--- config.mk ---
export PLATFORM = sky130hd
export DESIGN_NAME = mmio_uart
export DESIGN_NICKNAME = d
export VERILOG_FILES = /design/src/rtl/mmio_uart.sv
export SDC_FILE = /design/constraint.sdc
export NUM_CORES = 1
export LEC_CHECK = 0
export CAP_MARGIN = 40
export CORE_MARGIN = 5
export CORE_UTILIZATION = 40
export DETAILED_ROUTE_END_ITERATION = 8
export MAX_ROUTING_LAYER = met4
export PLACE_DENSITY = 0.58
export RECOVER_POWER = 50
export SYNTH_ARGS = -nofsm -noshare
export SYNTH_HDL_FRONTEND = slang
export SYNTH_SLANG_ARGS = --single-unit
--- constraint.sdc ---
create_clock -name clk -period 5.1 [get_ports clk]
set_input_delay 1.02 -clock clk [delete_from_list [all_inputs] [get_ports clk]]
set_output_delay 1.02 -clock clk [all_outputs]
set_load 0.05 [all_outputs]
--- src/rtl/mmio_uart.sv ---
// mmio_uart: memory-mapped UART responder on the core's data-memory port.
//
// Register window (decode: mem_addr_i[31:4] == BASE_ADDR[31:4], offset [3:2]):
//   0x0 DATA    write pushes [7:0] into the TX FIFO (dropped when full);
//               read returns {24'b0, rx_byte} and clears rx_valid
//   0x4 STATUS  {frame_err, tx_busy, rx_overrun, rx_valid, tx_empty, tx_full};
//               rx_overrun and frame_err are sticky, cleared by a STATUS read
//   0x8 DIVISOR [15:0] clock cycles per bit; 0 is stored as 1; each FSM
//               picks up a new value only at the start of its next frame
//   0xC CTRL    [0] loopback enable when UART_LOOPBACK_EN is defined, else 0
//
// Optional feature macro: UART_LOOPBACK_EN (RX fed from the TX shifter,
// uart_tx_o held high while CTRL[0] is set).
//
// Ports:
//   clk, rst_n   single clock domain, asynchronous active-low reset
//   wmem_en_i    write strobe from the core MEM stage
//   rmem_en_i    read strobe from the core MEM stage
//   mem_addr_i   byte address
//   wmem_data_i  write data
//   rmem_data_o  combinational read data, 0 when the window is not selected
//   uart_tx_o    serial out, idles high
//   uart_rx_i    serial in, asynchronous to clk
module mmio_uart #(
    parameter logic [31:0] BASE_ADDR = 32'h1000_0000,
    parameter int unsigned CLK_DIV   = 434,
    parameter int unsigned TX_DEPTH  = 8
) (
    input  logic        clk,
    input  logic        rst_n,
    input  logic        wmem_en_i,
    input  logic        rmem_en_i,
    input  logic [31:0] mem_addr_i,
    input  logic [31:0] wmem_data_i,
    output logic [31:0] rmem_data_o,
    output logic        uart_tx_o,
    input  logic        uart_rx_i
);

    localparam int unsigned    AW         = $clog2(TX_DEPTH);
    localparam logic [AW:0]    FULL_COUNT = (AW + 1)'(TX_DEPTH);
    localparam logic [15:0]    DIV_RESET  = 16'(CLK_DIV);

    typedef enum logic [1:0] {S_IDLE, S_START, S_DATA, S_STOP} state_t;

    // ---------------------------------------------------------------- decode
    logic       sel;
    logic [1:0] off;
    logic       data_wr, div_wr, data_rd, status_rd;

    assign sel       = (mem_addr_i[31:4] == BASE_ADDR[31:4]);
    assign off       = mem_addr_i[3:2];
    assign data_wr   = sel & wmem_en_i & (off == 2'd0);
    assign div_wr    = sel & wmem_en_i & (off == 2'd2);
    assign data_rd   = sel & rmem_en_i & (off == 2'd0);
    assign status_rd = sel & rmem_en_i & (off == 2'd1);

    logic unused_bits;
    assign unused_bits = &{1'b0, mem_addr_i[1:0], wmem_data_i[31:16]};

    // --------------------------------------------------------------- divisor
    logic [15:0] div_reg;

    // NOTE: every clocked block uses non-blocking (<=) assignments so all
    // registers update together from pre-edge values; blocking (=) here would
    // make results depend on statement and block ordering.
    always_ff @(posedge clk or negedge rst_n) begin
        if (!rst_n)
            div_reg <= DIV_RESET;
        else if (div_wr)
            div_reg <= (wmem_data_i[15:0] == 16'd0) ? 16'd1 : wmem_data_i[15:0];
    end

    // --------------------------------------------------------------- TX FIFO
    logic [7:0]    fifo_mem [TX_DEPTH];
    logic [AW-1:0] wr_ptr, rd_ptr;
    logic [AW:0]   count;
    logic          tx_full, tx_empty, push, tx_load;

    assign tx_full  = (count == FULL_COUNT);
    assign tx_empty = (count == '0);
    // A pop in the same cycle frees a slot, so a push while full still lands.
    assign push     = data_wr & (!tx_full | tx_load);

    // NOTE: the FIFO storage has no reset; the pointers and count define which
    // entries are valid, so resetting the array would only cost flops.
    always_ff @(posedge clk) begin
        if (push)
            fifo_mem[wr_ptr] <= wmem_data_i[7:0];
    end

    always_ff @(posedge clk or negedge rst_n) begin
        if (!rst_n) begin
            wr_ptr <= '0;
            rd_ptr <= '0;
            count  <= '0;
        end else begin
            if (push)
                wr_ptr <= wr_ptr + 1'b1;
            if (tx_load)
                rd_ptr <= rd_ptr + 1'b1;
            unique case ({push, tx_load})
                2'b10:   count <= count + 1'b1;
                2'b01:   count <= count - 1'b1;
                default: ;
            endcase
        end
    end

    // ---------------------------------------------------------------- TX FSM
    state_t      tx_state;
    logic [7:0]  tx_shift;
    logic [15:0] tx_cnt, tx_div;
    logic [2:0]  tx_bit;
    logic        tx_q, tx_tick, tx_busy;

    assign tx_tick = (tx_cnt == tx_div - 16'd1);
    assign tx_busy = (tx_state != S_IDLE);
    // Load a new frame from IDLE, or straight out of STOP for gapless frames.
    assign tx_load = !tx_empty &&
                     ((tx_state == S_IDLE) || (tx_state == S_STOP && tx_tick));

    always_ff @(posedge clk or negedge rst_n) begin
        if (!rst_n) begin
            tx_state <= S_IDLE;
            tx_shift <= '0;
            tx_cnt   <= '0;
            tx_div   <= DIV_RESET;
            tx_bit   <= '0;
            tx_q     <= 1'b1;
        end else if (tx_load) begin
            tx_shift <= fifo_mem[rd_ptr];
            tx_div   <= div_reg;
            tx_cnt   <= '0;
            tx_q     <= 1'b0;
            tx_state <= S_START;
        end else begin
            unique case (tx_state)
                S_IDLE: ;
                S_START: begin
                    if (tx_tick) begin
                        tx_cnt   <= '0;
                        tx_q     <= tx_shift[0];
                        tx_bit   <= '0;
                        tx_state <= S_DATA;
                    end else begin
                        tx_cnt <= tx_cnt + 16'd1;
                    end
                end
                S_DATA: begin
                    if (tx_tick) begin
                        tx_cnt <= '0;
                        if (tx_bit == 3'd7) begin
                            tx_q     <= 1'b1;
                            tx_state <= S_STOP;
                        end else begin
                            tx_q     <= tx_shift[1];
                            tx_shift <= tx_shift >> 1;
                            tx_bit   <= tx_bit + 3'd1;
                        end
                    end else begin
                        tx_cnt <= tx_cnt + 16'd1;
                    end
                end
                S_STOP: begin
                    if (tx_tick) begin
                        tx_cnt   <= '0;
                        tx_state <= S_IDLE;
                    end else begin
                        tx_cnt <= tx_cnt + 16'd1;
                    end
                end
                default: tx_state <= S_IDLE;
            endcase
        end
    end

    // ------------------------------------------------- loopback / pin muxing
    logic        rx_src;
    logic [31:0] ctrl_rd;

`ifdef UART_LOOPBACK_EN
    logic lb_en;
    logic ctrl_wr;
    assign ctrl_wr = sel & wmem_en_i & (off == 2'd3);

    always_ff @(posedge clk or negedge rst_n) begin
        if (!rst_n)
            lb_en <= 1'b0;
        else if (ctrl_wr)
            lb_en <= wmem_data_i[0];
    end

    assign rx_src    = lb_en ? tx_q : uart_rx_i;
    assign uart_tx_o = lb_en ? 1'b1 : tx_q;
    assign ctrl_rd   = {31'b0, lb_en};
`else
    assign rx_src    = uart_rx_i;
    assign uart_tx_o = tx_q;
    assign ctrl_rd   = 32'b0;
`endif

    // ---------------------------------------------------------------- RX FSM
    // rx_s1/rx_s2 synchronise the pin; rx_s3 is the previous synced value for
    // start-edge detection.
    logic        rx_s1, rx_s2, rx_s3;
    state_t      rx_state;
    logic [15:0] rx_cnt, rx_div;
    logic [2:0]  rx_bit;
    logic [7:0]  rx_shift;
    logic        rx_stop_sample, rx_done, rx_ferr;

    assign rx_stop_sample = (rx_state == S_STOP) && (rx_cnt == rx_div);
    assign rx_done        = rx_stop_sample & rx_s2;
    assign rx_ferr        = rx_stop_sample & !rx_s2;

    always_ff @(posedge clk or negedge rst_n) begin
        if (!rst_n) begin
            rx_s1 <= 1'b1;
            rx_s2 <= 1'b1;
            rx_s3 <= 1'b1;
        end else begin
            rx_s1 <= rx_src;
            rx_s2 <= rx_s1;
            rx_s3 <= rx_s2;
        end
    end

    // rx_cnt counts cycles since the last event starting at 1, so a sample
    // lands when rx_cnt reaches div (div/2 for the start-bit check).
    always_ff @(posedge clk or negedge rst_n) begin
        if (!rst_n) begin
            rx_state <= S_IDLE;
            rx_cnt   <= '0;
            rx_div   <= DIV_RESET;
            rx_bit   <= '0;
            rx_shift <= '0;
        end else begin
            unique case (rx_state)
                S_IDLE: begin
                    if (rx_s3 && !rx_s2) begin
                        rx_cnt   <= 16'd1;
                        rx_div   <= div_reg;
                        rx_state <= S_START;
                    end
                end
                S_START: begin
                    if (rx_cnt >= (rx_div >> 1)) begin
                        rx_cnt   <= 16'd1;
                        rx_bit   <= '0;
                        rx_state <= rx_s2 ? S_IDLE : S_DATA;
                    end else begin
                        rx_cnt <= rx_cnt + 16'd1;
                    end
                end
                S_DATA: begin
                    if (rx_cnt == rx_div) begin
                        rx_cnt   <= 16'd1;
                        rx_shift <= {rx_s2, rx_shift[7:1]};
                        if (rx_bit == 3'd7)
                            rx_state <= S_STOP;
                        else
                            rx_bit <= rx_bit + 3'd1;
                    end else begin
                        rx_cnt <= rx_cnt + 16'd1;
                    end
                end
                S_STOP: begin
                    if (rx_stop_sample)
                        rx_state <= S_IDLE;
                    else
                        rx_cnt <= rx_cnt + 16'd1;
                end
                default: rx_state <= S_IDLE;
            endcase
        end
    end

    // ------------------------------------------------ RX holding and status
    logic [7:0] rx_byte;
    logic       rx_valid, rx_overrun, frame_err;

    always_ff @(posedge clk or negedge rst_n) begin
        if (!rst_n) begin
            rx_byte    <= '0;
            rx_valid   <= 1'b0;
            rx_overrun <= 1'b0;
            frame_err  <= 1'b0;
        end else begin
            // Clear first so a new error in the same cycle is not lost.
            if (status_rd) begin
                rx_overrun <= 1'b0;
                frame_err  <= 1'b0;
            end
            if (rx_ferr)
                frame_err <= 1'b1;
            if (rx_done) begin
                // A DATA read in the same cycle makes room for the new byte.
                if (!rx_valid || data_rd) begin
                    rx_byte  <= rx_shift;
                    rx_valid <= 1'b1;
                end else begin
                    rx_overrun <= 1'b1;
                end
            end else if (data_rd) begin
                rx_valid <= 1'b0;
            end
        end
    end

    // ------------------------------------------------------------- read mux
    // NOTE: the output gets a default before the case so every path assigns
    // it and no latch is inferred.
    always_comb begin
        rmem_data_o = 32'b0;
        if (sel) begin
            unique case (off)
                2'd0: rmem_data_o = {24'b0, rx_byte};
                2'd1: rmem_data_o = {26'b0, frame_err, tx_busy, rx_overrun,
                                     rx_valid, tx_empty, tx_full};
                2'd2: rmem_data_o = {16'b0, div_reg};
                2'd3: rmem_data_o = ctrl_rd;
                default: rmem_data_o = 32'b0;
            endcase
        end
    end

endmodule

==> key figures <==
Outcome
  • Outcome: finished with violations
  • Failing checks: capacitance limit, slew limit

Synthesis
  • Synth top area share: 28.1%
  • Distinct cell type count after synthesis: 70
  • Largest area contributor in the netlist: dfrtp_1
  • Syn. warnings: 0
  • Ys async rst share: 67.2%
  • Top-count cell post-synth: dfrtp_1
  • #FFs+latches synth: between 150 and 200
  • Synth area leaders: dfrtp_1 28%, edfxtp_1 19%, dfstp_2 5.0%
  • Syn_area_per_cell: around 11 µm²
  • Number of synthesized flops with an enable pin: 64
  • Post-synthesis sequential area ratio: 52.4%
  • Mapped Area: 9960 µm²
  • Ys flop type: dfrtp_1
  • Post-synth top cells: 112 x dfrtp_1, 94 x nand2_1, 64 x edfxtp_1
  • Post-synthesis cell count: 871

Clocking
  • Worst-path clk slew: 70 ps
  • CTS Hold Bufs: 0
  • TritonCTS Sinks: a little under 200
  • Worst-Skew Late Latency: around 430 ps
  • CTS Buffer Depth: 2
  • CTS root buf: clkbuf_16
  • PostCTS Resize Cnt: 0
  • CTS Buf Count: 17
  • CTS tree: built
  • Setup Fix Bufs, Post-CTS: 0
  • H-Tree Depth: 4

Floorplanning
  • Area of the core: 24400 µm²
  • # IOs: 102
  • Initial core utilization: 40.8%
  • Die Y: 168 µm
  • Die area: 28200 µm²
  • Row count: 57
  • Die width: 168 µm

STA
  • Setup Skew: 10.4 ps
  • Final setup fails: 0
  • FMAX: about 240 MHz
  • Sum of negative setup slack: 0 ps
  • Worst Tran Pin Value: approximately 3100 ps
  • RSZ-0062 raised after global routing: false
  • Slew headroom: -104%
  • Slew Viols, Final: 57
  • Final-report hold violation count: 0
  • Final critical-path required period: 4230 ps
  • Post-route worst setup slack: just under 900 ps
  • Min Hold Slack: 358 ps
  • Tcrit/Tclk final: 83.0%

GRT
  • Largest net degree at the start of global routing: 57
  • Initial antenna violation count: 2
  • First-pass GRT wire length: 36.0 mm
  • Vias in the first global route: 6639
  • Grt ovf: 0
  • GRT Util Overall: 16.4%

Worst setup path
  • Critical Path AT: about 3200 ps
  • Critical Path RT: 4080 ps
  • CP Class: input port to primary output
  • Startpoint types: input port
  • CP endpoint kind: primary output
  • CP max FO: 9

Placed design
  • Placed insts: 1253
  • HPWL after detailed placement: around 16 mm
  • Number of I/O port buffers: 67
  • Routability congestion estimate: 0.813
  • Dpl ws: approximately 890 ps

Detailed routing
  • Post-Route WL: about 22 mm
  • Drt initial violations: 306
  • DR DRC count: 0
  • Pre-antenna DRT Iters: 5
  • Via count: approximately 6700
  • DR WL/cell: 17.0 µm
  • Avg Vias per Cell: 5.21
  • Post-route ant nets: 0

Final layout
  • Fin nets: 1048
  • Area grow syn2layout: 16.8%
  • Biggest register: fifo_mem
  • Max FFs per register: 64
  • Post-Layout Cell Count: roughly 1300
  • Fraction of layout cells with a size suffix above 1: between 10% and 20%

Worst hold path
  • Hold Crit Class: flop to flop

Power and ir drop
  • Comb power frac: 22.0%
  • Maximum vdd drop: 203 µV
  • Sequential share of power: 45.5%
  • Leak pwr: 4.98 nW
  • Clk pwr share: 32.5%
  • Net Sw Frac: 30.6%
  • Net switching power: 1.24 mW
  • Internal cell power: 2.80 mW
  • Power per Cell Area: around 350 nW/µm²

Run
  • Number of max-cap violations: 1
metrics by stage:
step           instance area (µm²)  utilization (%)  total power, mW
2_1_floorplan                10000                -             2.50
5_1_grt                      11600             47.7             4.28
6_report                     11600             47.7             4.04
3_3_place_gp                 11100             45.4             2.75
3_5_place_dp                 11100             45.4             2.77
4_1_cts                      11600             47.7             4.09
power by group through the flow:
stage / Combinational (mW) / Clock (mW) / Sequential, mW
after floorplan: 0.667 / 0 / 1.83
after global placement: 0.886 / 0 / 1.87
after detailed placement: 0.900 / 0 / 1.87
after CTS: 0.902 / 1.35 / 1.84
after global routing: 0.993 / 1.43 / 1.86
final: 0.887 / 1.31 / 1.84
cell families (layout without fill, tap and decap cells):
| logic type | Yosys count | in the layout | share of synthesized area, % |
|---|---|---|---|
| AO/OA/AOI/OAI | 127 | 127 | 8.73 |
| XOR/XNOR | 54 | 54 | 4.75 |
| adder cells (fa/ha/maj) | 31 | 31 | 3.97 |
| buffers and inverters | 76 | 151 | 3.78 |
| flip-flops | 195 | 195 | 52.4 |
| multiplexers | 79 | 79 | 10.5 |
| other | 1 | 18 | 0.0377 |
| AND/OR/NAND/NOR | 308 | 308 | 15.8 |
cell usage in the layout (no fill, tap or decap), drive strengths merged, types with 9 or more instances in the layout:
cell type      synthesis  layout
and2                   9       9
nor2b                 21      21
nand4                 15      15
and3                  18      18
xnor2                 35      35
dfrtp                112     112
a211oi                10      10
clkdlybuf4s50          0      47
nor4                  15      15
mux2                  43      43
o22ai                 13      13
ha                    30      30
xor2                  19      19
clkbuf                16      22
nand2b                12      12
inv                   32      37
nor3                  17      17
dfstp                 19      19
a21oi                 28      28
nand3                 20      20
edfxtp                64      64
dlygate4sd3            0       9
mux4                  16      16
o21ai                 32      32
nand2                 95      95
conb                   1      16
mux2i                 20      20
buf                   28      27
nor2                  55      55
worst paths after layout:
path,startpoint,end,slack (ps),cells after the start
worst max-delay path,mem_addr_i[10],rmem_data_o[4],870,7
min in group asynchronous,rst_n,div_reg[12]$_DFFE_PN0P_,1590,1
worst min register to register,rx_s1$_DFF_PN1_,rx_s2$_DFF_PN1_,360,0
worst min-delay path,rx_s1$_DFF_PN1_,rx_s2$_DFF_PN1_,360,0
worst max register to register,tx_div[9]$_DFFE_PN0P_,count[3]$_DFFE_PN0P_,1340,14
max in group asynchronous,rst_n,rx_byte[7]$_DFFE_PN0P_,1230,2
layer usage:
metal / vias up / global-route usage [%] / routed length [µm]
met1: 3296 / 23.2 / 10500
met3: 18 / 3.12 / 819
met4: 0 / 4.27 / 235
met2: 117 / 24.6 / 10300
li1: 3277 / - / -
met5: - / - / 0
area by class of cell:
type | count | area (µm²)
sequential | 195 | 5220
antenna | 2 | 5.00
inverter | 32 | 120
tap | 324 | 405
clock buffer | 18 | 429
timing repair buffer | 87 | 881
multi-input combinational | 615 | 4420
clock inverter | 14 | 149
fill | 2273 | 12800
worst max-delay path, stage by stage:
cell	delay [ps]
clkdlybuf4s50_1	400
nor4_1	300
and4_1	240
nand4_1	90
buf_4	200
nor2_1	130
clkdlybuf4s50_1	830
Note: power is estimated with default switching activity, not from simulation.
